**src/rtl/sphere_seq_pkg.sv**
```systemverilog
// Shared definitions for the sphere point sequencer: default widths,
// FSM state codes and a few Q16.16 reference constants.
package sphere_seq_pkg;

  localparam int DATA_W_DEF = 32;
  localparam int CNT_W_DEF  = 16;
  localparam int DEPTH_DEF  = 2;

  // FSM state codes, kept as plain 2-bit constants for legacy tools
  localparam logic [1:0] ST_IDLE  = 2'd0;
  localparam logic [1:0] ST_ISSUE = 2'd1;
  localparam logic [1:0] ST_WAIT  = 2'd2;
  localparam logic [1:0] ST_DRAIN = 2'd3;

  // Q16.16 two's complement reference values
  localparam logic [31:0] Q16_ZERO     = 32'h0000_0000;
  localparam logic [31:0] Q16_ONE      = 32'h0001_0000;
  localparam logic [31:0] Q16_NEG_HALF = 32'hFFFF_8000;

endpackage

```
**src/rtl/sphere_result_fifo.sv**
```systemverilog
// Small synchronous FIFO holding (k, x, y, z) result beats between the
// point-generator core and the downstream consumer. Push while full is only
// accepted when a pop happens in the same cycle; pop while empty is ignored.
module sphere_result_fifo #(
  parameter int WIDTH  = 128,
  parameter int DEPTH  = 2,
  localparam int PTR_W  = (DEPTH > 1) ? $clog2(DEPTH) : 1,
  localparam int CNT_FW = $clog2(DEPTH + 1)
) (
  input  logic              clk,
  input  logic              rst_n,
  input  logic              push_i,
  input  logic [WIDTH-1:0]  data_i,
  input  logic              pop_i,
  output logic [WIDTH-1:0]  rdata_o,
  output logic              full_o,
  output logic              empty_o,
  output logic [CNT_FW-1:0] count_o
);

  localparam logic [PTR_W-1:0]  LAST_PTR  = PTR_W'(DEPTH - 1);
  localparam logic [CNT_FW-1:0] FULL_CNT  = CNT_FW'(DEPTH);

  logic [WIDTH-1:0]  mem_q [DEPTH];
  logic [PTR_W-1:0]  wr_ptr_q, rd_ptr_q;
  logic [CNT_FW-1:0] count_q;
  logic              do_push, do_pop;

  // Qualify requests: never pop empty, only push full when a pop frees a slot
  always_comb begin
    do_pop  = pop_i && (count_q != '0);
    do_push = push_i && ((count_q != FULL_CNT) || do_pop);
  end

  // Storage, pointers and occupancy; storage is cleared so outputs read 0 after reset
  always_ff @(posedge clk or negedge rst_n) begin
    if (!rst_n) begin
      for (int i = 0; i < DEPTH; i++) mem_q[i] <= '0;
      wr_ptr_q <= '0;
      rd_ptr_q <= '0;
      count_q  <= '0;
    end else begin
      if (do_push) begin
        mem_q[wr_ptr_q] <= data_i;
        wr_ptr_q        <= (wr_ptr_q == LAST_PTR) ? '0 : wr_ptr_q + 1'b1;
      end
      if (do_pop) begin
        rd_ptr_q <= (rd_ptr_q == LAST_PTR) ? '0 : rd_ptr_q + 1'b1;
      end
      case ({do_push, do_pop})
        2'b10:   count_q <= count_q + 1'b1;
        2'b01:   count_q <= count_q - 1'b1;
        default: count_q <= count_q;
      endcase
    end
  end

  assign rdata_o = mem_q[rd_ptr_q];
  assign full_o  = (count_q == FULL_CNT);
  assign empty_o = (count_q == '0);
  assign count_o = count_q;

endmodule

```
**src/rtl/sphere_point_sequencer.sv**
```systemverilog
// Sequencer that walks k over a programmed range, issues one point-generator
// core job per index (one job in flight at most), buffers each result and
// streams (k, x, y, z) beats out over a valid/ready port.
module sphere_point_sequencer
  import sphere_seq_pkg::*;
#(
  parameter int DATA_W = DATA_W_DEF,
  parameter int CNT_W  = CNT_W_DEF,
  parameter int DEPTH  = DEPTH_DEF
) (
  input  logic              clk,
  input  logic              rst_n,
  input  logic              cfg_start,
  input  logic [DATA_W-1:0] cfg_k_start,
  input  logic [CNT_W-1:0]  cfg_count,
  input  logic [1:0]        cfg_base_sel0,
  input  logic [1:0]        cfg_base_sel1,
  output logic              busy,
  output logic              run_done,
  output logic              core_start,
  output logic [DATA_W-1:0] core_k,
  output logic [1:0]        core_base_sel0,
  output logic [1:0]        core_base_sel1,
  input  logic              core_ready,
  input  logic              core_done,
  input  logic [DATA_W-1:0] core_x,
  input  logic [DATA_W-1:0] core_y,
  input  logic [DATA_W-1:0] core_z,
  output logic              out_valid,
  input  logic              out_ready,
  output logic [DATA_W-1:0] out_k,
  output logic [DATA_W-1:0] out_x,
  output logic [DATA_W-1:0] out_y,
  output logic [DATA_W-1:0] out_z
);

  localparam int BEAT_W = 4 * DATA_W;
  localparam int CNT_FW = $clog2(DEPTH + 1);

  logic [1:0]        state_q, state_d;
  logic [DATA_W-1:0] k_q, k_d;
  logic [CNT_W-1:0]  remaining_q, remaining_d;
  logic [1:0]        bs0_q, bs0_d, bs1_q, bs1_d;

  logic              fifo_push, fifo_full, fifo_empty;
  logic [CNT_FW-1:0] fifo_count;
  logic [BEAT_W-1:0] fifo_head;
  logic              issue_ok;

  sphere_result_fifo #(
    .WIDTH(BEAT_W),
    .DEPTH(DEPTH)
  ) u_fifo (
    .clk    (clk),
    .rst_n  (rst_n),
    .push_i (fifo_push),
    .data_i ({k_q, core_x, core_y, core_z}),
    .pop_i  (out_ready),
    .rdata_o(fifo_head),
    .full_o (fifo_full),
    .empty_o(fifo_empty),
    .count_o(fifo_count)
  );

  // A job may start only when the core is idle and a buffer slot is free, so
  // the capture in WAIT can never overflow even if the consumer stalls
  always_comb begin
    issue_ok  = (state_q == ST_ISSUE) && core_ready && !fifo_full;
    fifo_push = (state_q == ST_WAIT) && core_done;
  end

  // Next-state logic: config latch, index walk and run sequencing
  always_comb begin
    state_d     = state_q;
    k_d         = k_q;
    remaining_d = remaining_q;
    bs0_d       = bs0_q;
    bs1_d       = bs1_q;
    case (state_q)
      ST_IDLE: begin
        if (cfg_start) begin
          k_d         = cfg_k_start;
          remaining_d = cfg_count;
          bs0_d       = cfg_base_sel0;
          bs1_d       = cfg_base_sel1;
          state_d     = (cfg_count == '0) ? ST_DRAIN : ST_ISSUE;
        end
      end
      ST_ISSUE: begin
        if (issue_ok) state_d = ST_WAIT;
      end
      ST_WAIT: begin
        if (core_done) begin
          k_d         = k_q + DATA_W'(1);
          remaining_d = remaining_q - CNT_W'(1);
          state_d     = (remaining_d != '0) ? ST_ISSUE : ST_DRAIN;
        end
      end
      ST_DRAIN: begin
        if (fifo_count == '0) state_d = ST_IDLE;
      end
      default: state_d = ST_IDLE;
    endcase
  end

  // State registers, cleared immediately on reset even mid-run
  always_ff @(posedge clk or negedge rst_n) begin
    if (!rst_n) begin
      state_q     <= ST_IDLE;
      k_q         <= '0;
      remaining_q <= '0;
      bs0_q       <= '0;
      bs1_q       <= '0;
    end else begin
      state_q     <= state_d;
      k_q         <= k_d;
      remaining_q <= remaining_d;
      bs0_q       <= bs0_d;
      bs1_q       <= bs1_d;
    end
  end

  assign busy           = (state_q != ST_IDLE);
  assign run_done       = (state_q == ST_DRAIN) && (fifo_count == '0);
  assign core_start     = issue_ok;
  assign core_k         = k_q;
  assign core_base_sel0 = bs0_q;
  assign core_base_sel1 = bs1_q;
  assign out_valid      = !fifo_empty;
  assign out_k          = fifo_head[4*DATA_W-1 -: DATA_W];
  assign out_x          = fifo_head[3*DATA_W-1 -: DATA_W];
  assign out_y          = fifo_head[2*DATA_W-1 -: DATA_W];
  assign out_z          = fifo_head[DATA_W-1 -: DATA_W];

endmodule

```
**config.mk**
```make
export PLATFORM = sky130hd
export DESIGN_NAME = sphere_point_sequencer
export DESIGN_NICKNAME = d
export VERILOG_FILES = /design/src/rtl/sphere_seq_pkg.sv /design/src/rtl/sphere_result_fifo.sv /design/src/rtl/sphere_point_sequencer.sv
export SDC_FILE = /design/constraint.sdc
export NUM_CORES = 1
export LEC_CHECK = 0
export ABC_AREA = 1
export BUFFER_PORTS_ARGS = -buffer_cell sky130_fd_sc_hd__buf_2
export CAP_MARGIN = 10
export CELL_PAD_IN_SITES_DETAIL_PLACEMENT = 1
export CELL_PAD_IN_SITES_GLOBAL_PLACEMENT = 2
export CORE_MARGIN = 2
export CORE_UTILIZATION = 28
export DETAILED_ROUTE_END_ITERATION = 8
export GPL_TIMING_DRIVEN = 0
export MAX_ROUTING_LAYER = met4
export PLACE_DENSITY_LB_ADDON = 0.1
export SYNTH_ARGS = -nofsm -noshare
export SYNTH_HDL_FRONTEND = slang
export SYNTH_HIERARCHICAL = 1
export SYNTH_SLANG_ARGS = --single-unit
```
**constraint.sdc**
```tcl
create_clock -name clk -period 1.98 [get_ports clk]
set_clock_uncertainty 0.15 [all_clocks]
set_input_delay 0.297 -clock clk [delete_from_list [all_inputs] [get_ports clk]]
set_output_delay 0.297 -clock clk [all_outputs]
set_load 0.05 [all_outputs]
```
==> results.txt <==
slew at the pin closest to its max-slew limit - 0.8301 ns
Crit path arrival time - 1.80 ns
pins over their slew limit - 0
gr ovfl total - 0
CORE AREA - 57,370 um2
leading cell type in the layout, fill and taps excluded - nand2_1
clk sinks - 314
Final Non-Filler Cells - 3,468
Final min period - 2.247 ns
All-Layer GR Usage - 25.84%
Post-Syn Nets - 2,287
die area - 59,690 um2
initial core utilization - 28.19%
clk slew on worst S/H paths - 0.06 ns
1st-pass router iterations - 5
Die W - 244.3 um
routed wire length - 77,270 um
CTS H-tree lvls - 2
cts bufs inserted - 41
RSZ-0062 raised after global routing - true
Syn Std Cell Area - 16,170 um2
pre-CTS worst setup slack - -0.7023 ns
largest net degree at the start of global routing - 111
initial antenna violation count - 3
IR drop worst, VDD - 0.0009877 V
DP HPWL - 53,150 um
Critical Path Start Type - register
Synth top area share - 48.59%
Max-slew headroom - 44.66%
outcome - complete, but fails checks
Post-DP Area - 18,850 um2
timing-limited maximum frequency - 445.0 MHz
sequential area share after synthesis - 48.59%
DR vias - 17,390
slack of the critical path - -0.2674 ns
PortBufs - 321
crit path kind - reg -> out
Clk Latency, worst-skew pair - 0.57 ns
first-pass GRT wire length - 113,400 um
final core occ - 42.22%
Post-route DRC - 0
WL per Instance - 22.28 um
Synthesis Warnings - 6
Routed Antenna Nets - 0
type of the worst min-delay path - in -> reg
clk buf depth - 3
CP Max Fanout - 5
PD cells - 2051 nW/um2
CTS tree - done
Final Cell Area - 24,220 um2
DP Cell Count - 3,218
area leader, netlist - dfrtp_1
CTS root buf - clkbuf_16
Die Ht - 244.3 um
failing checks - setup timing
setup violators final - 143
1st-iter DRT viols - 1,045
layout cell share with drive strength beyond 1 - 27.75%
top cells by area, synth - dfrtp_1 (49%), nand2_1 (24%), nand4_1 (10%), buf_2 (1.5%), inv_1 (1.4%)
Final #Nets - 2,827
Final Cycle Share - 113.5%
I/O Pins - 322
Avg Inst Size Synth - 7.595 um2
Cell variety after synth - 41
most frequent cells in the layout - nand2_1 (923), dfrtp_1 (288), nand4_1 (271)
number of global-route vias before repair - 18,190
Yosys reg bits - 314
Via-to-Cell Ratio - 5.015
r2r setup slk - -0.14 ns
Final Hold Vio Count - 0
Lkg Pwr - 12.32 nW
final weighted congestion in routability-driven placement - 0.8507
CP endpoint kind - primary output
Cells after Synth - 2,129
max cap viols - 0
area delta synth->final - 49.77%
data required time of the worst path - 1.53 ns
# rows - 88
[final timing paths]
path / start / endpoint / cells after the start
min: cfg_k_start[0] / core_k[0] / 5
max reg2reg: state_q[0] / core_k[0] / 8
min in group asynchronous: rst_n / u_fifo/mem_q[181] / 2
min reg2reg: u_fifo/mem_q[59] / u_fifo/mem_q[59] / 2
max in group asynchronous: rst_n / u_fifo/mem_q[147] / 3
max: u_fifo/rd_ptr_q / out_x[24] / 6
[synth_stat cells, drive strengths merged]
master,n
nand2,1046
dfrtp,314
nand4,271
buf,101
nor2,74
inv,69
clkbuf,60
o21ai,52
nand3,47
o22ai,19
a21oi,15
nor3,12
o211ai,10
xor2,10
nor4,6
or2,6
ha,4
a31oi,3
a22oi,2
nand3b,2
o221ai,2
a2bb2oi,1
o21a,1
o31ai,1
xnor2,1
[metal layers]
layer | global-route usage [%] | wire, um | vias to the layer above
li1 | - | - | 8133
met1 | 31.61 | 32710 | 8717
met2 | 44.06 | 38680 | 427
met3 | 3.698 | 3539 | 116
met4 | 8.016 | 2339 | 0
met5 | - | 0 | -
[power by group]
| part | internal (mW) | switching [mW] | leakage, nW |
|---|---|---|---|
| Sequential | 9.41 | 2.60 | 3.90 |
| Clock | 4.71 | 3.06 | 0.684 |
| Combinational | 9.98 | 19.9 | 7.73 |
[timing repair]
action / CTS / global route
endpoints found under the hold margin: 557 / 0
cloned: 0 / 8
buffers inserted: 0 / 13
hold buffers: 152 / 0
resized for setup: 448 / 287
setup endpoints to repair: 417 / 451
pin swaps: 7 / 20
[critical path: stages (launching register included)]
cell and delay, ns:
dfrtp_2 0.42, clkinv_4 0.12, clkbuf_16 0.19, clkbuf_16 0.18, nand2_2 0.08, nand2_4 0.08, buf_8 0.15
[final cells by class]
cell class	instances	area [um2]
antenna	4	10.01
buffer	161	1385
clock buffer	66	1292
clock inverter	7	88.84
fill	6808	33150
inverter	69	267.8
multi-input combinational	1585	7823
sequential	314	7890
tap	765	957.2
timing repair buffer	497	4504
[logic make-up (layout without fill, tap and decap cells)]
| kind of cell | Yosys count | in the layout | share of synthesized area (%) |
|---|---|---|---|
| fa+ha+maj | 4 | 4 | 0.3095 |
| xor+xnor | 11 | 11 | 0.5958 |
| compound gates | 106 | 106 | 3.784 |
| other cells | 0 | 4 | 0 |
| simple gates | 1464 | 1464 | 40.02 |
| flops | 314 | 314 | 48.59 |
| buf+inv | 230 | 800 | 6.701 |
[state kept, by name (all words and copies together), names as in the netlist]
name and count:
core_base_sel0 2, core_base_sel1 2, core_k 32, remaining_q 16
state_q 2, u_fifo/count_o 2, u_fifo/mem_q 256, u_fifo/rd_ptr_q 1
u_fifo/wr_ptr_q 1
[through the flow]
| stage | hold WS (ns) | total power, mW | setup TNS [ns] |
|---|---|---|---|
| 3_5_place_dp | 0.05962 | 35.68 | -158.89 |
| 5_1_grt | 0.02936 | 52.38 | -38.38 |
| 3_3_place_gp | 0.3030 | 35.25 | -2163.77 |
| 4_1_cts | 0.002408 | 47.71 | -79.88 |
| 2_1_floorplan | -0.1486 | 27.41 | 0 |
| 6_report | 0.03865 | 49.68 | -26.71 |
Power figures use the tool's default switching activity.
